$ cat src/rtl/axi_slave_if.sv
// AXI-Lite style write (AW/W/B) and read (AR/R) channel bundles shared by
// the slave and whatever master drives it.

interface axi_write_interface;
    logic [31:0] AWADDR;
    logic        AWVALID;
    logic        AWREADY;
    logic [31:0] WDATA;
    logic [3:0]  WSTRB;
    logic        WVALID;
    logic        WREADY;
    logic [1:0]  BRESP;
    logic        BVALID;
    logic        BREADY;

    modport slave (
        input  AWADDR, AWVALID, WDATA, WSTRB, WVALID, BREADY,
        output AWREADY, WREADY, BRESP, BVALID
    );

    modport master (
        output AWADDR, AWVALID, WDATA, WSTRB, WVALID, BREADY,
        input  AWREADY, WREADY, BRESP, BVALID
    );
endinterface

interface axi_read_interface;
    logic [31:0] ARADDR;
    logic        ARVALID;
    logic        ARREADY;
    logic [31:0] RDATA;
    logic [1:0]  RRESP;
    logic        RVALID;
    logic        RREADY;

    modport slave (
        input  ARADDR, ARVALID, RREADY,
        output ARREADY, RDATA, RRESP, RVALID
    );

    modport master (
        output ARADDR, ARVALID, RREADY,
        input  ARREADY, RDATA, RRESP, RVALID
    );
endinterface

$ cat src/rtl/axi_slave.sv
// AXI-Lite slave bridging to a simple request/done peripheral port.
// Write and read paths are independent FSMs with per-access timeouts.

module axi_slave #(
    parameter logic [31:0] BASE_ADDRESS   = 32'h0000_0000,
    parameter int unsigned ADDRESS_RANGE  = 4096,
    parameter int unsigned TIMEOUT_CYCLES = 255
) (
    input  logic        ACLK,
    input  logic        ARESETN,
    axi_write_interface.slave write_channel,
    axi_read_interface.slave  read_channel,
    output logic [31:0] write_address_o,
    output logic [31:0] write_data_o,
    output logic [3:0]  write_strobe_o,
    output logic        write_request_o,
    input  logic        write_done_i,
    input  logic        write_error_i,
    output logic [31:0] read_address_o,
    output logic        read_request_o,
    input  logic [31:0] read_data_i,
    input  logic        read_done_i,
    input  logic        read_error_i
);

    localparam logic [1:0]  RespOkay   = 2'b00;
    localparam logic [1:0]  RespSlverr = 2'b10;
    localparam logic [1:0]  RespDecerr = 2'b11;
    localparam logic [7:0]  TimeoutLast = 8'(TIMEOUT_CYCLES - 1);
    localparam logic [32:0] WindowEnd   = {1'b0, BASE_ADDRESS} + 33'(ADDRESS_RANGE);

    typedef enum logic [1:0] {W_IDLE, W_ACCESS, W_RESPONSE} w_state_e;
    typedef enum logic [1:0] {R_IDLE, R_ACCESS, R_RESPONSE} r_state_e;

    // 33-bit compare so a window touching 2^32 cannot wrap.
    function automatic logic in_window(input logic [31:0] addr);
        return ({1'b0, addr} >= {1'b0, BASE_ADDRESS}) && ({1'b0, addr} < WindowEnd);
    endfunction

    w_state_e    w_state_q, w_state_d;
    r_state_e    r_state_q, r_state_d;
    logic        active_q;
    logic        aw_latched_q, w_latched_q, aw_in_window_q;
    logic [7:0]  w_timer_q, r_timer_q;
    logic [1:0]  bresp_q, bresp_d;
    logic [1:0]  rresp_q, rresp_d;
    logic [31:0] rdata_q, rdata_d;
    logic [31:0] write_address_q, write_data_q, read_address_q;
    logic [3:0]  write_strobe_q;
    logic        aw_hs, w_hs, b_hs, ar_hs, r_hs;
    logic        aw_have, w_have, aw_ok;

    assign aw_hs   = write_channel.AWVALID && write_channel.AWREADY;
    assign w_hs    = write_channel.WVALID && write_channel.WREADY;
    assign b_hs    = write_channel.BVALID && write_channel.BREADY;
    assign ar_hs   = read_channel.ARVALID && read_channel.ARREADY;
    assign r_hs    = read_channel.RVALID && read_channel.RREADY;
    assign aw_have = aw_latched_q || aw_hs;
    assign w_have  = w_latched_q || w_hs;
    assign aw_ok   = aw_latched_q ? aw_in_window_q : in_window(write_channel.AWADDR);

    // State registers
    always_ff @(posedge ACLK) begin
        if (!ARESETN) begin
            w_state_q <= W_IDLE;
            r_state_q <= R_IDLE;
            active_q  <= 1'b0;
        end else begin
            w_state_q <= w_state_d;
            r_state_q <= r_state_d;
            active_q  <= 1'b1;
        end
    end

    // Write next-state
    always_comb begin
        w_state_d = w_state_q;
        bresp_d   = bresp_q;
        case (w_state_q)
            W_IDLE: begin
                if (aw_have && w_have) begin
                    if (aw_ok) begin
                        w_state_d = W_ACCESS;
                    end else begin
                        w_state_d = W_RESPONSE;
                        bresp_d   = RespDecerr;
                    end
                end
            end
            W_ACCESS: begin
                if (write_done_i) begin
                    w_state_d = W_RESPONSE;
                    bresp_d   = write_error_i ? RespSlverr : RespOkay;
                end else if (w_timer_q == TimeoutLast) begin
                    w_state_d = W_RESPONSE;
                    bresp_d   = RespSlverr;
                end
            end
            W_RESPONSE: begin
                if (b_hs) w_state_d = W_IDLE;
            end
            default: w_state_d = W_IDLE;
        endcase
    end

    // Read next-state
    always_comb begin
        r_state_d = r_state_q;
        rresp_d   = rresp_q;
        rdata_d   = rdata_q;
        case (r_state_q)
            R_IDLE: begin
                if (ar_hs) begin
                    if (in_window(read_channel.ARADDR)) begin
                        r_state_d = R_ACCESS;
                    end else begin
                        r_state_d = R_RESPONSE;
                        rresp_d   = RespDecerr;
                        rdata_d   = 32'h0;
                    end
                end
            end
            R_ACCESS: begin
                if (read_done_i) begin
                    r_state_d = R_RESPONSE;
                    rresp_d   = read_error_i ? RespSlverr : RespOkay;
                    rdata_d   = read_data_i;
                end else if (r_timer_q == TimeoutLast) begin
                    r_state_d = R_RESPONSE;
                    rresp_d   = RespSlverr;
                    rdata_d   = 32'h0;
                end
            end
            R_RESPONSE: begin
                if (r_hs) r_state_d = R_IDLE;
            end
            default: r_state_d = R_IDLE;
        endcase
    end

    // Datapath: latched transaction, timers and responses
    always_ff @(posedge ACLK) begin
        if (!ARESETN) begin
            aw_latched_q    <= 1'b0;
            w_latched_q     <= 1'b0;
            aw_in_window_q  <= 1'b0;
            write_address_q <= 32'h0;
            write_data_q    <= 32'h0;
            write_strobe_q  <= 4'h0;
            read_address_q  <= 32'h0;
            w_timer_q       <= 8'h0;
            r_timer_q       <= 8'h0;
            bresp_q         <= RespOkay;
            rresp_q         <= RespOkay;
            rdata_q         <= 32'h0;
        end else begin
            if (aw_hs) begin
                aw_latched_q    <= 1'b1;
                aw_in_window_q  <= in_window(write_channel.AWADDR);
                write_address_q <= write_channel.AWADDR - BASE_ADDRESS;
            end
            if (w_hs) begin
                w_latched_q    <= 1'b1;
                write_data_q   <= write_channel.WDATA;
                write_strobe_q <= write_channel.WSTRB;
            end
            if (b_hs) begin
                aw_latched_q <= 1'b0;
                w_latched_q  <= 1'b0;
            end
            if (ar_hs) read_address_q <= read_channel.ARADDR - BASE_ADDRESS;
            // Timers sit at zero outside ACCESS, so entry always starts from zero.
            w_timer_q <= (w_state_q == W_ACCESS) ? w_timer_q + 8'd1 : 8'h0;
            r_timer_q <= (r_state_q == R_ACCESS) ? r_timer_q + 8'd1 : 8'h0;
            bresp_q   <= bresp_d;
            rresp_q   <= rresp_d;
            rdata_q   <= rdata_d;
        end
    end

    // Outputs
    always_comb begin
        write_channel.AWREADY = active_q && (w_state_q == W_IDLE) && !aw_latched_q;
        write_channel.WREADY  = active_q && (w_state_q == W_IDLE) && !w_latched_q;
        write_channel.BVALID  = (w_state_q == W_RESPONSE);
        write_channel.BRESP   = bresp_q;
        write_request_o       = (w_state_q == W_ACCESS);
        write_address_o       = write_address_q;
        write_data_o          = write_data_q;
        write_strobe_o        = write_strobe_q;
        read_channel.ARREADY  = active_q && (r_state_q == R_IDLE);
        read_channel.RVALID   = (r_state_q == R_RESPONSE);
        read_channel.RRESP    = rresp_q;
        read_channel.RDATA    = rdata_q;
        read_request_o        = (r_state_q == R_ACCESS);
        read_address_o        = read_address_q;
    end

endmodule

$ cat src/flat_wrapper.sv
// flat-port wrapper written by rule: the top's interface ports become plain ports
module axi_slave_flat 
#(
    parameter logic [31:0] BASE_ADDRESS   = 32'h0000_0000,
    parameter int unsigned ADDRESS_RANGE  = 4096,
    parameter int unsigned TIMEOUT_CYCLES = 255
)
  (ACLK, ARESETN, write_address_o, write_data_o, write_strobe_o, write_request_o, write_done_i, write_error_i, read_address_o, read_request_o, read_data_i, read_done_i, read_error_i, write_channel_AWADDR, write_channel_AWVALID, write_channel_WDATA, write_channel_WSTRB, write_channel_WVALID, write_channel_BREADY, write_channel_AWREADY, write_channel_WREADY, write_channel_BRESP, write_channel_BVALID, read_channel_ARADDR, read_channel_ARVALID, read_channel_RREADY, read_channel_ARREADY, read_channel_RDATA, read_channel_RRESP, read_channel_RVALID);
  axi_write_interface write_channel_i ();
  axi_read_interface read_channel_i ();
  input  logic ACLK;
  input  logic ARESETN;
  output logic [31:0] write_address_o;
  output logic [31:0] write_data_o;
  output logic [3:0] write_strobe_o;
  output logic write_request_o;
  input  logic write_done_i;
  input  logic write_error_i;
  output logic [31:0] read_address_o;
  output logic read_request_o;
  input  logic [31:0] read_data_i;
  input  logic read_done_i;
  input  logic read_error_i;
  input wire logic [$bits(write_channel_i.AWADDR)-1:0] write_channel_AWADDR;
  input wire logic [$bits(write_channel_i.AWVALID)-1:0] write_channel_AWVALID;
  input wire logic [$bits(write_channel_i.WDATA)-1:0] write_channel_WDATA;
  input wire logic [$bits(write_channel_i.WSTRB)-1:0] write_channel_WSTRB;
  input wire logic [$bits(write_channel_i.WVALID)-1:0] write_channel_WVALID;
  input wire logic [$bits(write_channel_i.BREADY)-1:0] write_channel_BREADY;
  output wire logic [$bits(write_channel_i.AWREADY)-1:0] write_channel_AWREADY;
  output wire logic [$bits(write_channel_i.WREADY)-1:0] write_channel_WREADY;
  output wire logic [$bits(write_channel_i.BRESP)-1:0] write_channel_BRESP;
  output wire logic [$bits(write_channel_i.BVALID)-1:0] write_channel_BVALID;
  input wire logic [$bits(read_channel_i.ARADDR)-1:0] read_channel_ARADDR;
  input wire logic [$bits(read_channel_i.ARVALID)-1:0] read_channel_ARVALID;
  input wire logic [$bits(read_channel_i.RREADY)-1:0] read_channel_RREADY;
  output wire logic [$bits(read_channel_i.ARREADY)-1:0] read_channel_ARREADY;
  output wire logic [$bits(read_channel_i.RDATA)-1:0] read_channel_RDATA;
  output wire logic [$bits(read_channel_i.RRESP)-1:0] read_channel_RRESP;
  output wire logic [$bits(read_channel_i.RVALID)-1:0] read_channel_RVALID;
  assign write_channel_i.AWADDR = write_channel_AWADDR;
  assign write_channel_i.AWVALID = write_channel_AWVALID;
  assign write_channel_i.WDATA = write_channel_WDATA;
  assign write_channel_i.WSTRB = write_channel_WSTRB;
  assign write_channel_i.WVALID = write_channel_WVALID;
  assign write_channel_i.BREADY = write_channel_BREADY;
  assign write_channel_AWREADY = write_channel_i.AWREADY;
  assign write_channel_WREADY = write_channel_i.WREADY;
  assign write_channel_BRESP = write_channel_i.BRESP;
  assign write_channel_BVALID = write_channel_i.BVALID;
  assign read_channel_i.ARADDR = read_channel_ARADDR;
  assign read_channel_i.ARVALID = read_channel_ARVALID;
  assign read_channel_i.RREADY = read_channel_RREADY;
  assign read_channel_ARREADY = read_channel_i.ARREADY;
  assign read_channel_RDATA = read_channel_i.RDATA;
  assign read_channel_RRESP = read_channel_i.RRESP;
  assign read_channel_RVALID = read_channel_i.RVALID;
  axi_slave #(.BASE_ADDRESS(BASE_ADDRESS), .ADDRESS_RANGE(ADDRESS_RANGE), .TIMEOUT_CYCLES(TIMEOUT_CYCLES)) u_core (.ACLK(ACLK), .ARESETN(ARESETN), .write_channel(write_channel_i), .read_channel(read_channel_i), .write_address_o(write_address_o), .write_data_o(write_data_o), .write_strobe_o(write_strobe_o), .write_request_o(write_request_o), .write_done_i(write_done_i), .write_error_i(write_error_i), .read_address_o(read_address_o), .read_request_o(read_request_o), .read_data_i(read_data_i), .read_done_i(read_done_i), .read_error_i(read_error_i));
endmodule
$ cat config.mk
export PLATFORM = sky130hd
export DESIGN_NAME = axi_slave_flat
export DESIGN_NICKNAME = d
export VERILOG_FILES = /design/src/rtl/axi_slave_if.sv /design/src/rtl/axi_slave.sv /design/src/flat_wrapper.sv
export SDC_FILE = /design/constraint.sdc
export NUM_CORES = 1
export LEC_CHECK = 0
export BUFFER_PORTS_ARGS = -buffer_cell sky130_fd_sc_hd__buf_2
export CORE_ASPECT_RATIO = 1.25
export CORE_MARGIN = 4
export CORE_UTILIZATION = 47
export CTS_CLUSTER_DIAMETER = 100
export DETAILED_ROUTE_END_ITERATION = 6
export GPL_TIMING_DRIVEN = 0
export PLACE_DENSITY = 0.8
export SYNTH_ARGS = -nofsm -noshare
export SYNTH_HDL_FRONTEND = slang
export SYNTH_SLANG_ARGS = --single-unit
$ cat constraint.sdc
create_clock -name ACLK -period 2.1 [get_ports ACLK]
set_clock_uncertainty 0.15 [all_clocks]
set_input_delay 0.105 -clock ACLK [delete_from_list [all_inputs] [get_ports ACLK]]
set_output_delay 0.105 -clock ACLK [all_outputs]
set_load 0.02 [all_outputs]
==> results of run 1 <==
## per-layer routing
layer | up-vias | global-route usage (%)
li1 | 3426 | -
met1 | 3571 | 32.1
met2 | 449 | 57.6
met3 | 112 | 7.92
met4 | 0 | 18.6
met5 | - | 0
## power groups by stage
stage / Combinational, mW / Sequential [mW] / Clock, mW
6_report: 1.05 / 3.21 / 3.03
5_1_grt: 1.12 / 3.22 / 3.17
4_1_cts: 0.992 / 3.20 / 3.07
3_5_place_dp: 0.776 / 3.27 / 0
3_3_place_gp: 0.768 / 3.26 / 0
2_1_floorplan: 0.289 / 3.39 / 0
## sequential cells by signal (all words and copies together), names as in the netlist, 2 cells and up
| register | cells |
|---|---|
| u_core.read_channel.RRESP | 2 |
| u_core.write_channel.BRESP | 2 |
| u_core.write_data_o | 32 |
| u_core.r_state_q | 2 |
| u_core.r_timer_q | 8 |
| u_core.read_address_o | 32 |
| u_core.read_channel.RDATA | 32 |
| u_core.w_timer_q | 8 |
| u_core.write_strobe_o | 4 |
| u_core.write_address_o | 32 |
| u_core.w_state_q | 2 |
## what timing repair did
action | CTS | global route
endpoints found under the hold margin | 142 | 0
buffers inserted | 0 | 2
hold buffers | 144 | 0
endpoints found under the setup margin | 38 | 79
pin swaps | 0 | 2
resized for setup | 2 | 16
## area by class of cell
type / count / area, µm² / area share [%]
timing repair buffer: 431 / 2880 / 28.9
clock inverter: 12 / 125 / 1.26
tap: 168 / 210 / 2.11
multi-input combinational: 522 / 2820 / 28.3
sequential: 160 / 3200 / 32.2
antenna: 1 / 2.50 / 0.0251
clock buffer: 20 / 457 / 4.58
inverter: 4 / 15.0 / 0.151
buffer: 49 / 244 / 2.45
## path summary, 6_finish.rpt
check,start,endpoint,slack (ns),cells after the start
worst min register to register,u_core.write_address_o[22],u_core.write_address_o[22],0.30,2
worst max register to register,u_core.w_state_q[0],u_core.write_address_o[6],0.09,7
worst min-delay path,read_channel_ARVALID,u_core.r_state_q[0],0.09,5
worst max-delay path,u_core.w_state_q[0],u_core.write_address_o[6],0.09,7
## cell usage in the layout, fill, tap and decap left out, drive strengths merged, types with 8 or more instances in the layout
cell,n
xor2,8
dfxtp,160
a311oi,32
buf,301
inv,8
a21oi,142
nand3,10
dlygate4sd3,144
clkbuf,55
nor2,20
nor4,9
nand2,243
## per-stage QoR
stage               util [%]  worst slack, ns  instance area, µm²
global placement        61.2         -0.00482                7890
global route            77.3          -0.0594                9960
floorplan                  -            0.142                6260
detailed placement      61.2          -0.0402                7890
finish                  77.3           0.0889                9960
CTS                     77.0           0.0416                9920
## cells by family after synthesis
family,count (synthesis),share of synthesized area (%)
xor gates and xnor gates,10,1.40
DFF,160,51.2
and+or+nand+nor,317,21.7
adders and majority gates,4,0.800
buffers and inverters,54,3.92
AOI/OAI and AO/OA,191,21.0
## worst register-to-register path: stages, from the launching register on
cell,delay [ns]
dfxtp_1,0.29
clkbuf_1,0.21
nor4b_4,0.33
and2_1,0.17
clkbuf_1,0.21
clkbuf_4,0.27
nand2_1,0.10
a21oi_1,0.19
==> impl_results.md, run 1 <==
* Final setup viols at 0
* NetSw at 1.97 mW
* Startpoint Class: register
* Die Area at 0.0152 mm²
* Layout area overhead at 59.2%
* Initial antenna violation count at 0
* Critical path buffers and inverters at 3
* Total track usage at between 30% and 40%
* Max incr delay on CP at 0.33 ns
* Clock power frac at 41.6%
* Final net count at around 1300
* Post-Syn Nets at around 900
* Vias in the first global route at 7729
* Placed insts at about 1200
* PD cells at 732 mW/mm²
* Worst-Skew Late Latency at between 0.4 and 0.5 ns
* Final Max Slew Viols at 0
* CP Cell Sequence: clkbuf_1 > nor4b_4 > and2_1 > clkbuf_1 > clkbuf_4 > nand2_1 > a21oi_1
* Sequential area share after synthesis at 51.2%
* Yosys cell types at 47
* Tightest Pin Transition at 0.719 ns
* Synth top area share at 51.2%
* Vias per Instance at 5.53
* Synth Flop Type: dfxtp_1
* Outcome: completed
* CTS tree: done
* WL/cell at 18.2 µm
* Arr. time, crit path at roughly 2.2 ns
* Number of flops mapped to enable cells by yosys at 0
* Max VDD drop at 0.431 mV
* Die Span Y at between 100 and 150 µm
* Critical Path RT at 2.29 ns
* Synth area leaders: dfxtp_1 (51%), nand2_1 (15%), a21oi_1 (11%)
* Antenna Nets Post-Route at 0
* Remaining global-route overflow at 0
* Ys Warns at 0
* FF+latch count, synth at 160
* CTS Buf Count at 17
* Netlist Area Pre-Place at 0.00626 mm²
* DPL Wire Length at 14.7 mm
* Setup TNS at 0 ns
* CP delay by family, top: buffers and inverters
* Pwr Total at between 7 and 8 mW
* Synth cell count leaders: nand2_1 (243), dfxtp_1 (160), a21oi_1 (141), clkbuf_1 (32), a311oi_2 (29)
* Hold Fails Final Rpt at 0
* WS Path Type: reg -> reg
* Standard-cell rows at 46
* Crit end category: register
* Seq pwr share at 44.0%
* Core ar. at 0.0129 mm²
* Max Cap Viol at 0
* Tcrit/Tclk final at between 90% and 100%
* DR iter-0 viols at 629
* CTS H-Tree Depth at 4
* Cell with the most instances after synthesis: nand2_1
* Root Buffer: clkbuf_16
* Worst-path clk slew at 0.06 ns
* Initial core utilization at 48.5%
* Wire length on met1 at 8.83 mm
* Non-Filler Instances at 1367
* Share of layout cells above drive strength 1 at 31.7%
* Router iterations before antenna repair at 6
* Hold slack at 0.0869 ns
* Syn Area/Cell at about 8.5 µm²
* Via Count at 7558
* Die W at about 110 µm
* Number of I/O port buffers at 285
* Uppermost layer routed: met4
* # DRC at 0
* Crit-path slowest cell: nor4b_4
* CP max FO at 10
* First-pass GRT wire length at 38.4 mm
* HP Class: in -> reg
* Gate Count Post-Synth at 736
* Crit-path most repeated cell: clkbuf_1
* Sw Share at 26.9%
* Max_slew headroom at ~52%
* I/O pin total at 286
* Combinational power share at 14.4%
* Final GP Congestion at 0.862
* Filler cells at 816
* WL final at about 25 mm
* Pin count of the biggest net entering global routing at 17
* Asr flop ratio synth at 0%
* Lkg Pwr at about 4.3 nW
* Max clock buf depth at 2
* Min Clock Period, post-route at about 2.0 ns
* Wire length on met2 at ~13 mm
* WL met3 at 2.05 mm
* Int Power at 5.33 mW
* CTS Sinks at 160
* Dominant cell type by area after synthesis: dfxtp_1
* FMAX at ~500 MHz
No activity file was read; power rests on OpenSTA's default activity.
==> inputs of run 2 (changes only) <==
--- a/config.mk
+++ b/config.mk
@@ -12,7 +12,8 @@
 export CTS_CLUSTER_DIAMETER = 100
 export DETAILED_ROUTE_END_ITERATION = 6
 export GPL_TIMING_DRIVEN = 0
-export PLACE_DENSITY = 0.8
+export PLACE_DENSITY = 0.76
 export SYNTH_ARGS = -nofsm -noshare
 export SYNTH_HDL_FRONTEND = slang
 export SYNTH_SLANG_ARGS = --single-unit
+export TNS_END_PERCENT = 20
==> constraint.sdc (replaced) <==
create_clock -name ACLK -period 2.1 [get_ports ACLK]
set_clock_uncertainty 0.15 [all_clocks]
set_input_delay 0.21 -clock ACLK [delete_from_list [all_inputs] [get_ports ACLK]]
set_output_delay 0.21 -clock ACLK [all_outputs]
set_load 0.02 [all_outputs]
==> impl_results.md, run 2 (synthesized netlist as in run 1, its figures left out) <==
* Final Max Slew Viols at 0
* Initial antenna violation count at 1
* Max clock buf depth at 2
* Die W at approximately 110 µm
* FMAX at 495 MHz
* Remaining global-route overflow at 0
* WS Path Type: in -> reg
* Arr. time, crit path at ~2.2 ns
* Placed insts at 1189
* Crit end category: register
* Router iterations before antenna repair at 5
* CTS H-Tree Depth at 4
* RSZ-0062 raised after global routing: yes
* Initial core utilization at 48.5%
* Most common cell after layout, fill and taps aside: buf_2
* HP Class: in -> reg
* Standard-cell rows at 46
* Antenna Nets Post-Route at 0
* PD cells at 727 mW/mm²
* Final Cell Area at 0.00990 mm²
* Via Count at 7227
* # DRC at 0
* Total track usage at 30.8%
* Core Util, Final at 76.8%
* Min Clock Period, post-route at approximately 2.0 ns
* Startpoint Class: primary input
* Lkg Pwr at 4.27 nW
* CP max FO at 10
* Number of I/O port buffers at 285
* Critical path buffers and inverters at 3
* CP delay by family, top: buffers and inverters
* Final net count at 1327
* WL/cell at between 15 and 20 µm
* Worst-path clk slew at around 0.060 ns
* Max Cap Viol at 0
* Worst-Skew Late Latency at between 0.4 and 0.5 ns
* Most frequent cells in the layout: buf_2 (297), nand2_1 (243), dfxtp_1 (159), a21oi_1 (141), dlygate4sd3_1 (140)
* Crit-path slowest cell: dlygate4sd3_1
* CTS Sinks at 160
* Die Span Y at 137 µm
* CP Cell Sequence: dlygate4sd3_1 > buf_2 > or4_4 > nor3_4 > a21oi_2 > buf_6 > a311oi_2
* Vias in the first global route at 7484
* First-pass GRT wire length at 37.9 mm
* Max VDD drop at 0.477 mV
* Tcrit/Tclk final at 96.3%
* CTS tree: done
* Share of layout cells above drive strength 1 at 32.1%
* Core ar. at 0.0129 mm²
* Pin count of the biggest net entering global routing at 17
* CTS Buf Count at 17
* Max incr delay on CP at roughly 0.54 ns
* Non-Filler Instances at between 1000 and 1500
* DR iter-0 viols at 580
* Diodes inserted at 0
* Place WS at -0.0637 ns
* Final setup viols at 0
* I/O pin total at 286
* Final worst slack at ~0.079 ns
* Root Buffer: clkbuf_16
* Post-DP Area at 0.00789 mm²
* Tightest Pin Transition at 0.717 ns
* Die Area at approximately 0.015 mm²
* Final GP Congestion at between 0.8 and 0.9
* R2r setup slk at 0.11 ns
* Critical Path RT at ~2.3 ns
* Outcome: completed
* Layout area overhead at 58.3%
* Hold Fails Final Rpt at 0
* Max_slew headroom at 52.2%
* WL final at 24.0 mm
* DPL Wire Length at 14.7 mm
* Vias per Instance at 5.31
-- run 2: cell types whose count changed in the layout (fill, tap and decap cells not counted), sizes merged --
cell / previous run / this run
dlygate4sd3: 144 / 140
clkinvlp: 3 / 5
buf: 301 / 304
inv: 8 / 9
clkbuf: 55 / 50
clkinv: 4 / 2
diode: 1 / 0
-- run 2: power by group --
part | internal (mW) | leakage, nW | switching, mW
clock | 1.65 | 0.258 | 1.30
sequential | 3.14 | 1.30 | 0.0632
combinational | 0.459 | 2.71 | 0.575
total | 5.26 | 4.27 | 1.94
-- run 2: final timing paths --
path | from | end | cells after the start
max reg2reg | u_core.r_timer_q[0] | u_core.read_channel.RDATA[3] | 7
min | write_done_i | u_core.write_channel.BRESP[1] | 4
min reg2reg | u_core.write_address_o[20] | u_core.write_address_o[20] | 2
max | read_channel_ARADDR[14] | u_core.read_channel.RDATA[3] | 7
-- run 2: final cells by class --
class | instances | area (µm²)
clock inverters | 13 | 129
fillers | 849 | 2990
well taps | 168 | 210
clock buffers | 19 | 433
multi-input cells | 522 | 2840
inverters | 4 | 15.0
flip-flops and latches | 160 | 3200
repair buffers | 426 | 2840
plain buffers | 49 | 239
-- run 2: repair_timing --
item | in CTS | in global routing
hold buffers | 140 | 0
buffers inserted | 0 | 1
gates resized for setup | 1 | 23
pin swaps | 0 | 1
hold endpoints to repair | 138 | 0
endpoints found under the setup margin | 31 | 87
-- run 2: per-layer routing --
layer,up-vias,share of wire [%],global-route usage (%)
met4,2,3.6,13.2
met3,73,8.3,9.29
met2,378,51,55.5
met1,3351,37,33.5
met5,-,0.029,0
li1,3423,-,-
-- run 2: per-stage QoR --
| stage | TNS [ns] | power (mW) | hold WS [ns] |
|---|---|---|---|
| 4_1_cts | 0 | 7.20 | 0.000121 |
| 3_5_place_dp | -1.19 | 4.04 | 0.282 |
| 6_report | 0 | 7.20 | 0.0117 |
| 3_3_place_gp | -0.362 | 4.03 | 0.277 |
| 5_1_grt | -0.0224 | 7.45 | 0.0341 |
| 2_1_floorplan | 0 | 3.68 | 0.0877 |
-- run 2: worst min-delay path: stages --
cell	delay [ns]
buf_2	0.09
nand3b_1	0.09
nand2_1	0.08
o41ai_1	0.06
